**src/rtl/proc_control.sv**
```systemverilog
// Control FSM for the basic CPU datapath: steps each instruction through T0..T3 and
// drives the bus select, register/IR/A/G load enables, ALU mode and done.
module proc_control #(
    parameter int unsigned K    = 9,
    parameter int unsigned IR_W = 9
) (
    input  logic            clock,
    input  logic            reset,
    input  logic            run,
    input  logic [IR_W-1:0] ir,
    output logic [K:0]      select,
    output logic [K-2:0]    reg_in,
    output logic            ir_in,
    output logic            a_in,
    output logic            g_in,
    output logic            addsub,
    output logic            done,
    output logic            busy
);

    typedef enum logic [1:0] {StT0, StT1, StT2, StT3} state_e;

    localparam logic [2:0] OpMv  = 3'b000;
    localparam logic [2:0] OpMvi = 3'b001;
    localparam logic [2:0] OpAdd = 3'b010;
    localparam logic [2:0] OpSub = 3'b011;

    localparam logic [K-2:0] RegOne = 1;
    localparam logic [K:0]   SelDin = 1;
    localparam logic [K:0]   SelG   = 2;

    state_e state_q, state_d;

    logic [2:0]   opcode;
    logic [2:0]   rx;
    logic [2:0]   ry;
    logic [K-2:0] dec_x;
    logic [K-2:0] dec_y;

    assign opcode = ir[IR_W-1 -: 3];
    assign rx     = ir[5:3];
    assign ry     = ir[2:0];
    assign dec_x  = RegOne << rx;
    assign dec_y  = RegOne << ry;

    always_comb begin
        state_d = state_q;
        select  = '0;
        reg_in  = '0;
        ir_in   = 1'b0;
        a_in    = 1'b0;
        g_in    = 1'b0;
        addsub  = 1'b0;
        done    = 1'b0;
        busy    = 1'b0;
        case (state_q)
            StT0: begin
                ir_in = run;
                if (run) state_d = StT1;
            end
            StT1: begin
                busy = 1'b1;
                case (opcode)
                    OpMv: begin
                        select  = {dec_y, 2'b00};
                        reg_in  = dec_x;
                        done    = 1'b1;
                        state_d = StT0;
                    end
                    OpMvi: begin
                        select  = SelDin;
                        reg_in  = dec_x;
                        done    = 1'b1;
                        state_d = StT0;
                    end
                    OpAdd, OpSub: begin
                        select  = {dec_x, 2'b00};
                        a_in    = 1'b1;
                        state_d = StT2;
                    end
                    default: begin
                        done    = 1'b1;
                        state_d = StT0;
                    end
                endcase
            end
            StT2: begin
                busy    = 1'b1;
                select  = {dec_y, 2'b00};
                g_in    = 1'b1;
                addsub  = (opcode == OpSub);
                state_d = StT3;
            end
            StT3: begin
                busy    = 1'b1;
                select  = SelG;
                reg_in  = dec_x;
                done    = 1'b1;
                state_d = StT0;
            end
            // Unknown state: behave as idle with every output low.
            default: state_d = StT0;
        endcase

        if (reset) begin
            state_d = StT0;
            select  = '0;
            reg_in  = '0;
            ir_in   = 1'b0;
            a_in    = 1'b0;
            g_in    = 1'b0;
            addsub  = 1'b0;
            done    = 1'b0;
            busy    = 1'b0;
        end
    end

    always_ff @(posedge clock) begin
        if (reset) state_q <= StT0;
        else       state_q <= state_d;
    end

endmodule
```
**config.mk**
```make
export PLATFORM = sky130hd
export DESIGN_NAME = proc_control
export DESIGN_NICKNAME = d
export VERILOG_FILES = /design/src/rtl/proc_control.sv
export SDC_FILE = /design/constraint.sdc
export NUM_CORES = 1
export LEC_CHECK = 0
export CAP_MARGIN = 15
export CORE_MARGIN = 2
export CORE_UTILIZATION = 33
export CTS_CLUSTER_SIZE = 20
export DETAILED_ROUTE_END_ITERATION = 10
export GPL_TIMING_DRIVEN = 0
export PLACE_DENSITY = 0.9
export SETUP_SLACK_MARGIN = 0.02
export SLEW_MARGIN = 20
export SYNTH_ARGS = -nofsm -noshare
export SYNTH_HDL_FRONTEND = slang
export SYNTH_SLANG_ARGS = --single-unit
```
**constraint.sdc**
```tcl
create_clock -name clock -period 3.2 [get_ports clock]
set_input_delay 0.96 -clock clock [delete_from_list [all_inputs] [get_ports clock]]
set_output_delay 0.96 -clock clock [all_outputs]
set_load 0.01 [all_outputs]
```
**Word level (Yosys, flattened, before mapping)**

Index checks and enable logic that the tools add are counted.

- Register bits: 2
- Input bits: 12
- Output and inout bits: 24
- Logic and storage cells: 38

- Eq/ne operators: 7
- Shift-type cells: 2
- Mux-type cells: 23
- Reduce and logical (&&, ||, !) cells: 5

Operator list:

| kind | count |
|---|---|
| $pmux W10 S3 | 2 |
| $mux W8 | 2 |
| $pmux W8 S2 | 1 |
| $shl A1 B3 Y8 const A | 2 |
| $mux W1 | 13 |
| $mux W10 | 1 |
| $pmux W2 S4 | 1 |
| $eq A3 B2 Y1 const B | 2 |
| $eq A2 B2 Y1 const B | 2 |
| $mux W2 | 2 |
| $reduce_or A2 Y1 | 2 |
| $eq A3 B1 Y1 const B | 1 |
| $logic_not A3 Y1 | 1 |
| $reduce_or A3 Y1 | 1 |
| $eq A2 B1 Y1 const B | 1 |
| $logic_not A2 Y1 | 1 |
| $ne A2 B2 Y1 const B | 1 |
| $pmux W1 S2 | 1 |

**Logic depth before layout (Yosys ltp)**

- Depth after elaboration: 5
- Gate-level depth with buffers: 4

**Worst setup path after synthesis**

Ideal clock, no wire load.

- Path type: in2out
- From: input port reset
- To: output port select[3]
- Data arrival time: 1.825 ns
- Required time: 2.240 ns
- Slack: 0.415 ns
- Stages: 4
- Cell sequence: buf_6 -> nor3b_4 -> nand3_2 -> o32ai_1

- Word-level cells in the longest chain between the ends: 1

RTL lines:

| item | line | source |
|---|---|---|
| from (decl) | 8 | `input logic reset,` |
| $mux W10 | 105 | `if (reset) begin` |
| to (decl) | 11 | `output logic [K:0] select,` |

Every way passes these cells.

**Worst setup path after layout**

- From: input port ir[8]
- To: output port select[3]

- Word-level cells in the longest chain between the ends: 5
- Elaborated cells between the ends (all ways): 8
- Classes of those cells: eq/ne (3); mux (3); reduce/logical (2)

RTL lines:

| item | line | source |
|---|---|---|
| from (decl) | 10 | `input logic [IR_W-1:0] ir,` |
| $eq A3 B2 Y1 | 63 | `case (opcode)` |
| $reduce_or A2 Y1 | 63 |  |
| $pmux W10 S3 * | 63 |  |
| $pmux W10 S3 * | 56 | `case (state_q)` |
| $mux W10 * | 105 |  |

Every way passes the cells marked *; elsewhere a longest branch is shown, timed or not.

==> flow_summary.toml <==
[status]
status = "finished clean"

[die]
start_util_pct = 37.01
ioPinCount = 36
core-area_um2 = 1156
die-height_um = 40.01
fp-row-count = 12
fp.dieW_um = 40.01
dieArea_um2 = 1601

[finish]
area_growth_pct = 98.54
diodes = 0
drive_above_1_share_pct = 41.75
nNetsFinal = 117
final_area_um2 = 849.6

[cts]
cts_sinks = 2
htreeDepth = 1
cts_root_buf = "clkbuf_4"
cts_tree = "built"
cts_buffers = 3
insertion_delay_ns = 0.23
holdBufCountCts = 0
cts.path.max_buffers = 2
clk_pin_slew_ns = 0.03

[route]
dr.pass1.iters = 4
routed_via_density = 5.513
drt_iter0_markers = 14
ant_nets = 0
num_vias = 645
routedWlPerCell_um = 15.62
wirelength_um = 1827
drc = 0

[synthesis]
synthXorXnorAreaFrac_pct = 0
avgSynthCellArea_um2 = 7.378
ys_seq_area_share_pct = 9.357
yosys.area_share.simple_pct = 57.02
synth_compound_area_share_pct = 23.10
synth_top_family_by_area = "simple AND/OR/NAND/NOR gates"
ys_types = 27
yosys_warnings = 0
syn-cell-area_um2 = 427.9
synthAdderAreaFrac_pct = 0
synth.mux.area_fraction_pct = 0
synth_fp_nets = 70
ys_ff_latch = 2
netlist_instances = 58

[timing]
rsz0062_at_grt = "yes"
whs_ns = 0.5413
slew_headroom_pct = 75.81
worst_pin_slew_ns = 0.3612
skew_ns = 0.001087
max_freq_mhz = 312.8
final-hold-violation-count = 0
period_share_pct = 99.89
finalCriticalPeriod_ns = 3.197
finalSetupTns_ns = 0
slew_violations = 0
setup_violations = 0

[grt]
grt_usage_pct = 24.60
antenna_found_initial = 0
grt_remaining_overflow = 0
grt_pass1_wl_um = 2553
grt_max_degree = 11
grt_pass1_vias = 566

[placement]
port_buffers = 34
gp_congestion = 0.6834
post_dp_cell_area_um2 = 785.8
dpl.hpwl_um = 1233

[pwr]
power_density_nw_per_um2 = 175.0
p_total_uw = 148.6
leakagePower_uw = 0.0004343
peakVddDrop_v = 0.0001934

[critical_path]
crit_start = "ir[8]"
worstPathArrival_ns = 2.24
critical_path_class = "in2out"
crit_chain = "clkdlybuf4s15_1 -> and2b_2 -> buf_4 -> buf_4 -> nand3_2 -> o32ai_1 -> buf_2"
cp_slowest_cell = "and2b_2"
required_ns = 2.24
critPathMaxFanout = 4
path_common_cell = "buf_4"
worst_path_largest_cell_delay_ns = 0.28
critPathTopFamily = "buffers and inverters"
crit_buf_inv = 4
start_kind = "primary input"
crit_path_end_kind = "output port"

[min_path]
min_path_type = "reg2reg"
min_from = "state_q[0]$_SDFFE_PP0P_"

[job]
cap_violations = 0
-- power by group --
part           total [uW]  leakage, uW  switching [uW]  internal [uW]
Clock                58.0    0.0000138            16.5           41.5
Combinational        63.5     0.000404            31.6           31.8
Sequential           27.2    0.0000164           0.785           26.4
-- cells in the mapped netlist (all sizes together) --
master | number | area share (%)
nor4b | 3 | 9.6
nand3 | 2 | 4.7
dfxtp | 2 | 9.4
or2 | 1 | 1.5
nor3b | 2 | 6.1
and4bb | 1 | 2.9
inv | 3 | 2.6
nor2b | 1 | 1.5
nor3 | 5 | 7.0
buf | 3 | 7.9
nand2b | 4 | 5.8
and3 | 2 | 3.2
nor2 | 10 | 8.8
and2 | 1 | 1.5
o32ai | 2 | 4.1
o22ai | 6 | 8.8
a21o | 1 | 1.8
o211ai | 2 | 3.5
a21oi | 2 | 3.2
nand2 | 3 | 2.6
a21boi | 1 | 1.8
and2b | 1 | 1.8
-- path summary, 6_finish.rpt --
kind	slack, ns	cells after the start	to
worst max-delay path	0.003	7	select[3]
worst min-delay path	0.54	2	state_q[0]$_SDFFE_PP0P_
worst max register to register	2.23	4	flip-flop
worst min register to register	0.54	2	state_q[0]$_SDFFE_PP0P_
-- kinds of logic (layout without fill, tap and decap cells) --
| logic type | after synthesis | after routing |
|---|---|---|
| buf+inv | 6 | 51 |
| simple gates | 36 | 36 |
| compound gates | 14 | 14 |
| flops | 2 | 2 |
-- cell type report --
cell class	instances	area, um^2
multi-input cells	50	387.9
repair buffers	42	336.6
fillers	97	306.5
flip-flops and latches	2	40.04
plain buffers	3	33.78
clock buffers	3	22.52
well taps	14	17.52
inverters	3	11.26
-- metal layers --
layer,track usage [%],wire (um)
met1,24.17,660
met2,48.79,1083
met3,5.556,71
met4,8.621,11
met5,0,0
-- cells in the final DEF, fill, tap and decap left out, types with 2 or more instances in the layout --
cell / Yosys / layout
dlygate4sd2_1: 0 / 13
clkbuf_2: 0 / 6
dlymetal6s2s_1: 0 / 3
nor3_1: 4 / 3
buf_4: 0 / 8
buf_2: 0 / 5
o22ai_1: 6 / 5
clkbuf_4: 0 / 3
clkdlybuf4s50_1: 0 / 6
buf_6: 3 / 3
nor2_1: 10 / 9
nor3_2: 1 / 2
nand2_1: 3 / 3
a21oi_2: 1 / 2
dfxtp_1: 2 / 2
nand2b_1: 4 / 3
o211ai_1: 2 / 2
inv_1: 3 / 3
nand3_2: 2 / 2
-- tightest hold or removal path, stage by stage (launching register included) --
cell     delay [ns]
dfxtp_1        0.31
buf_6          0.13
nor3_1         0.05
-- per-stage QoR --
stage,utilization [%],worst slack (ns),std cells
after global placement,67.97,-0.4902,106
after global routing,73.48,-0.1692,117
after detailed placement,67.97,-0.5438,106
after floorplan,-,0.4151,58
after CTS,74.68,0.01984,116
final,73.48,0.003430,117
-- what timing repair did --
item                       in CTS  in global routing
setup endpoints to repair      21                 13
buffers inserted                7                  1
resized for setup              44                 22
pin swaps                       2                  3
No activity file was read; power rests on OpenSTA's default activity.
